$ cat config.mk
export PLATFORM = sky130hd
export DESIGN_NAME = comp_boot_ctrl
export DESIGN_NICKNAME = d
export VERILOG_FILES = /design/src/rtl/comp_boot_ctrl.sv
export SDC_FILE = /design/constraint.sdc
export NUM_CORES = 1
export LEC_CHECK = 0
export BUFFER_PORTS_ARGS = -buffer_cell sky130_fd_sc_hd__buf_2
export CAP_MARGIN = 20
export CORE_ASPECT_RATIO = 2
export CORE_MARGIN = 4
export CORE_UTILIZATION = 45
export DETAILED_ROUTE_END_ITERATION = 12
export PLACE_DENSITY_LB_ADDON = 0.05
export SLEW_MARGIN = 40
export SYNTH_ARGS = -nofsm -noshare
export SYNTH_HDL_FRONTEND = slang
export SYNTH_SLANG_ARGS = --single-unit
$ cat constraint.sdc
create_clock -name clk -period 8.63 [get_ports clk]
set_input_delay 1.726 -clock clk [delete_from_list [all_inputs] [get_ports clk]]
set_output_delay 1.726 -clock clk [all_outputs]
set_load 0.1 [all_outputs]
$ cat src/rtl/comp_boot_ctrl.sv
// comp_boot_ctrl: boots the comp core from a host image, runs it under a watchdog and captures its outputs in a FIFO.
// Define COMP_BOOT_CLEAR_EN to zero-fill core memory above the loaded image before release.
module comp_boot_ctrl #(
  parameter int MEM_WORDS      = 256,
  parameter int OUT_DEPTH      = 32,
  parameter int TIMEOUT_CYCLES = 600,
  parameter int LEN_W          = $clog2(MEM_WORDS) + 1,
  parameter int CNT_W          = $clog2(OUT_DEPTH) + 1
) (
  input  logic             clk,
  input  logic             rst_n,
  input  logic             start,
  input  logic [LEN_W-1:0] prog_len,
  input  logic             ld_valid,
  input  logic [31:0]      ld_data,
  output logic             ld_ready,
  output logic             core_rst,
  output logic             oob_wen,
  output logic [31:0]      oob_wr_addr,
  output logic [31:0]      oob_wr_data,
  input  logic [31:0]      core_out,
  input  logic             core_outen,
  input  logic             core_outflen,
  input  logic             core_halt,
  input  logic             rd_en,
  output logic [31:0]      rd_data,
  output logic             rd_type,
  output logic             rd_empty,
  output logic [CNT_W-1:0] out_count,
  output logic             busy,
  output logic             done,
  output logic             timed_out,
  output logic             overflow,
  output logic [31:0]      run_cycles
);
  localparam int PW = (OUT_DEPTH > 1) ? $clog2(OUT_DEPTH) : 1;
  localparam logic [LEN_W-1:0] MEM_LEN = LEN_W'(MEM_WORDS);

  typedef enum logic [2:0] {
    S_IDLE,
    S_LOAD,
`ifdef COMP_BOOT_CLEAR_EN
    S_CLEAR,
`endif
    S_SETTLE,
    S_RUN,
    S_DONE
  } state_t;

  state_t r_state, w_next, w_tail;
  logic [LEN_W-1:0] r_len, r_idx, w_len;
  logic [31:0] r_addr, r_wdata, r_cycles;
  logic r_wen, r_to, r_ovf;
  logic [32:0] r_mem [OUT_DEPTH];
  logic [PW-1:0] r_wp, r_rp;
  logic [CNT_W-1:0] r_cnt;
  logic w_start, w_acc, w_last, w_clr, w_run, w_tmo, w_full, w_pop, w_push, w_wr;

`ifdef COMP_BOOT_CLEAR_EN
  localparam state_t S_EMPTY = S_CLEAR;
  assign w_tail = (r_len == MEM_LEN) ? S_SETTLE : S_CLEAR;
  assign w_clr  = r_state == S_CLEAR;
`else
  localparam state_t S_EMPTY = S_SETTLE;
  assign w_tail = S_SETTLE;
  assign w_clr  = 1'b0;
`endif

  assign w_start = start && (r_state == S_IDLE || r_state == S_DONE);
  assign w_len   = (prog_len > MEM_LEN) ? MEM_LEN : prog_len;
  assign w_acc   = (r_state == S_LOAD) && ld_valid;
  assign w_last  = w_acc && (r_idx + LEN_W'(1) == r_len);
  assign w_run   = r_state == S_RUN;
  // halt takes priority, so a halting cycle never counts as a timeout
  assign w_tmo   = w_run && !core_halt && (r_cycles == 32'(TIMEOUT_CYCLES - 1));
  assign w_full  = r_cnt == CNT_W'(OUT_DEPTH);
  assign w_pop   = rd_en && (r_cnt != '0);
  assign w_push  = w_run && (core_outen || core_outflen);
  assign w_wr    = w_push && (!w_full || w_pop);

  always_comb begin
    w_next = r_state;
    case (r_state)
      S_IDLE, S_DONE: if (start) w_next = (w_len == '0) ? S_EMPTY : S_LOAD;
      S_LOAD:         if (w_last) w_next = w_tail;
`ifdef COMP_BOOT_CLEAR_EN
      S_CLEAR:        if (r_idx == MEM_LEN - LEN_W'(1)) w_next = S_SETTLE;
`endif
      S_SETTLE:       w_next = S_RUN;
      S_RUN:          if (core_halt || w_tmo) w_next = S_DONE;
      default:        w_next = S_IDLE;
    endcase
  end

  always_ff @(posedge clk or negedge rst_n) begin
    if (!rst_n) begin
      r_state  <= S_IDLE;
      r_len    <= '0;
      r_idx    <= '0;
      r_wen    <= 1'b0;
      r_addr   <= '0;
      r_wdata  <= '0;
      r_cycles <= '0;
      r_to     <= 1'b0;
      r_ovf    <= 1'b0;
      r_wp     <= '0;
      r_rp     <= '0;
      r_cnt    <= '0;
    end else begin
      r_state <= w_next;
      r_wen   <= w_acc || w_clr;
      if (w_acc || w_clr) begin
        r_addr  <= 32'(r_idx);
        r_wdata <= w_acc ? ld_data : '0;
      end
      if (w_start) r_len <= w_len;
      r_idx    <= w_start ? '0 : (w_acc || w_clr) ? r_idx + LEN_W'(1) : r_idx;
      r_cycles <= w_start ? '0 : w_run ? r_cycles + 32'd1 : r_cycles;
      r_to     <= w_start ? 1'b0 : r_to | w_tmo;
      r_ovf    <= w_start ? 1'b0 : r_ovf | (w_push && !w_wr);
      r_wp     <= w_start ? '0 : r_wp + PW'(w_wr);
      r_rp     <= w_start ? '0 : r_rp + PW'(w_pop);
      r_cnt    <= w_start ? '0 : r_cnt + CNT_W'(w_wr) - CNT_W'(w_pop);
    end
  end

  always_ff @(posedge clk)
    if (w_wr) r_mem[r_wp] <= {core_outflen, core_out};

  assign ld_ready    = r_state == S_LOAD;
  assign core_rst    = !w_run;
  assign oob_wen     = r_wen;
  assign oob_wr_addr = r_addr;
  assign oob_wr_data = r_wdata;
  assign rd_data     = r_mem[r_rp][31:0];
  assign rd_type     = r_mem[r_rp][32];
  assign rd_empty    = r_cnt == '0;
  assign out_count   = r_cnt;
  assign busy        = !(r_state == S_IDLE || r_state == S_DONE);
  assign done        = r_state == S_DONE;
  assign timed_out   = r_to;
  assign overflow    = r_ovf;
  assign run_cycles  = r_cycles;
endmodule

==> flow_summary.ini <==
[clock_tree]
cts-buffers-inserted = 99
clk_path_buf_depth = 3
cts_resized = 0
cts_max_level = 3
cts_root_buffer = clkbuf_16
clkLatencyLatePin_ns = 0.69
tritoncts = built
post_cts_buffers = 0
ctsHoldBuffers = 0
clk_pin_slew_ns = 0.07
cts_sinks = 1169

[synthesis]
synth-seq-cells = 1169
synth_top_area_share_pct = 69.4
yosys_warnings = 0
synth_area_um2 = 45700
synth_edf_count = 1056
seq_area_frac_synth_pct = 75.6
ys_top_cells_by_area = edfxtp_1, mux4_2, dfrtp_1, nand2_1, mux2_2
synth_top_area_cell = edfxtp_1
syn_avg_cell_area_um2 = 21.0
synthCells = 2171
synth_cell_types = 53
async_reset_ff_share_pct = 9.67
synthFlopType = edfxtp_1

[grt]
antenna_found_initial = 3
grt_max_degree = 94
grt_pass1_wl_um = 177000
overflow = 0
grt_pass1_vias = 23600
grtUsageTotal_pct = 23.5

[setup_path]
reg2reg_depth = 8
crit_path_max_fanout = 75
cp_slowest_cell = dfrtp_4
startpoint = r_rp[0]
start_kind = flop
crit_required_ns = 6.90
path_depth = 5
crit_type = reg2out
r2r_slack_ns = 4.76
r2r_start = r_state[2]
end_kind = output pin
r2r_end = r_mem[0][20]
cpMostUsedCell = mux4_2
slowest_delay_ns = 0.72
cp.arrival_ns = 4.05
cp_cell_sequence = buf_12 -> mux4_2 -> mux4_2 -> mux2_2 -> buf_2
path_buf_inv = 2
endpoint = rd_data[25]
path_delay_family = multiplexers

[timing]
clock.fmax_ghz = 0.173
whs_ns = 0.476
setup_viol = 0
slew_violations = 0
hold_viol = 0
finalSetupTns_ns = 0
worst-slew-pin-transition_ns = 0.794
relSlewSlack_pct = 47.1
fin_skew_ns = 0.0172
period_minus_slack_ns = 5.78
rsz0062_at_grt = no
post-route-period-util_pct = 67.0

[min_path]
holdCritPathClass = reg2reg

[power]
peakVddDrop_uv = 328
leakage_nw = 17.5
power-per-cell-area_nw_per_um2 = 331

[run_status]
status = finished, final reports clean

[placed_design]
dpl.hpwl_um = 85000
gp_congestion = 0.792
portBuffers = 200

[route]
route.detailed.drc = 0
first_pass_iters = 4
drt-initial-drc-count = 1389
drt-vias-per-instance = 5.66
wirelength_um = 123000
routedWlPerCell_um = 31.8
detailroute.via_count = 21900
ant_nets = 0

[floorplanning]
die_h_um = 459
design.core.area_um2 = 101000
ios = 224
die_x_um = 233
start_util_pct = 45.2
core.rowCount = 165
die_area_um2 = 107000

[cells_and_area]
drive_gt1_share_pct = 32.7
n_fill_cell = 7955
area_growth_pct = 15.9
final_net_count = 2550

[flow_run]
cap_violations = 0
[worst min path at each step]
stage                     slack [ns]               to  cells after the start             from
after floorplan                 0.46         r_len[0]                      2         r_len[0]
after global placement          0.46  oob_wr_data[24]                      2  oob_wr_data[24]
after detailed placement        0.46  oob_wr_data[31]                      2  oob_wr_data[31]
after CTS                       0.48  oob_wr_data[31]                      2  oob_wr_data[31]
after global routing            0.50  oob_wr_data[18]                      2  oob_wr_data[18]
final                           0.48  oob_wr_data[31]                      2  oob_wr_data[31]
[registers in the layout (all words and copies together) (netlist names)]
signal / cells
r_rp: 5
oob_wr_data: 32
oob_wr_addr: 9
out_count: 6
oob_wen: 1
run_cycles: 32
timed_out: 1
r_mem: 1056
r_len: 9
overflow: 1
r_wp: 5
r_state: 3
r_idx: 9
[cells in the mapped netlist, types with 9 or more instances]
cell / instances
a21oi_1: 9
and2_1: 9
buf_2: 29
buf_4: 26
clkbuf_1: 63
dfrtp_1: 113
edfxtp_1: 1056
ha_1: 14
inv_1: 16
mux2_2: 35
mux4_2: 325
nand2_1: 173
nand3_1: 27
nand3b_1: 15
nor2_1: 96
nor4_1: 9
o21ai_0: 24
xnor2_1: 25
xor2_1: 24
[where the power goes]
part	internal (mW)	switching, mW	total [mW]
Clock	2.42	2.01	4.43
Combinational	2.03	4.40	6.44
Sequential	6.39	0.258	6.65
Total	10.8	6.67	17.5
[per-stage QoR]
step           util, %  power [mW]  instance area (um^2)  setup slack, ns  std cells
2_1_floorplan        -        11.4                 45700             3.26       2193
3_3_place_gp      47.8        13.3                 48200             3.30       3620
3_5_place_dp      49.3        13.4                 49800             3.42       3689
4_1_cts           52.4        17.8                 52900             2.66       3869
5_1_grt           52.4        18.2                 52900             2.66       3869
6_report          52.4        17.5                 52900             2.85       3870
[final cells by class]
type	instances	area [um^2]	area share, %
antenna	1	2.50	0.00473
clock buffer	123	2620	4.95
clock inverter	57	502	0.948
inverter	16	60.1	0.113
multi-input combinational	880	10800	20.3
sequential	1169	34600	65.3
tap	1336	1670	3.16
timing repair buffer	288	2770	5.24
[worst min-delay path, cell delays in order, from the launching register on]
cell and delay (ns):
dfrtp_1 0.34, nand2_1 0.05, nand2_1 0.05
[metal layers]
metal  part of all wire (%)  global-route usage, %  vias to the layer above
li1                       -                      -                     9340
met1                     34                   25.7                    11800
met2                     59                   46.0                      591
met3                    3.8                   3.22                      147
met4                    3.2                   7.45                        2
met5                 0.0073                      0                        -
[cell families (layout without fill, tap and decap cells)]
kind of cell             Yosys count  after routing  share of synthesized area [%]
AND/OR/NAND/NOR                  375            375                           3.72
flip-flops                      1169           1169                           75.6
buffers and inverters            144            484                           1.55
other                              1             24                        0.00821
multiplexers                     366            366                           17.0
AO/OA/AOI/OAI                     52             52                          0.704
adder cells (fa/ha/maj)           15             15                          0.427
XOR/XNOR                          49             49                          0.940
[cells in the final DEF (no fill, tap or decap), types with 27 or more instances in the layout]
cell type	count
edfxtp_1	1056
mux4_2	325
buf_2	199
nand2_1	172
dfrtp_1	108
clkbuf_16	101
nor2_1	64
buf_16	41
mux2_2	35
nor2_4	32
nand3_1	27
(Power assumes the default switching activity.)
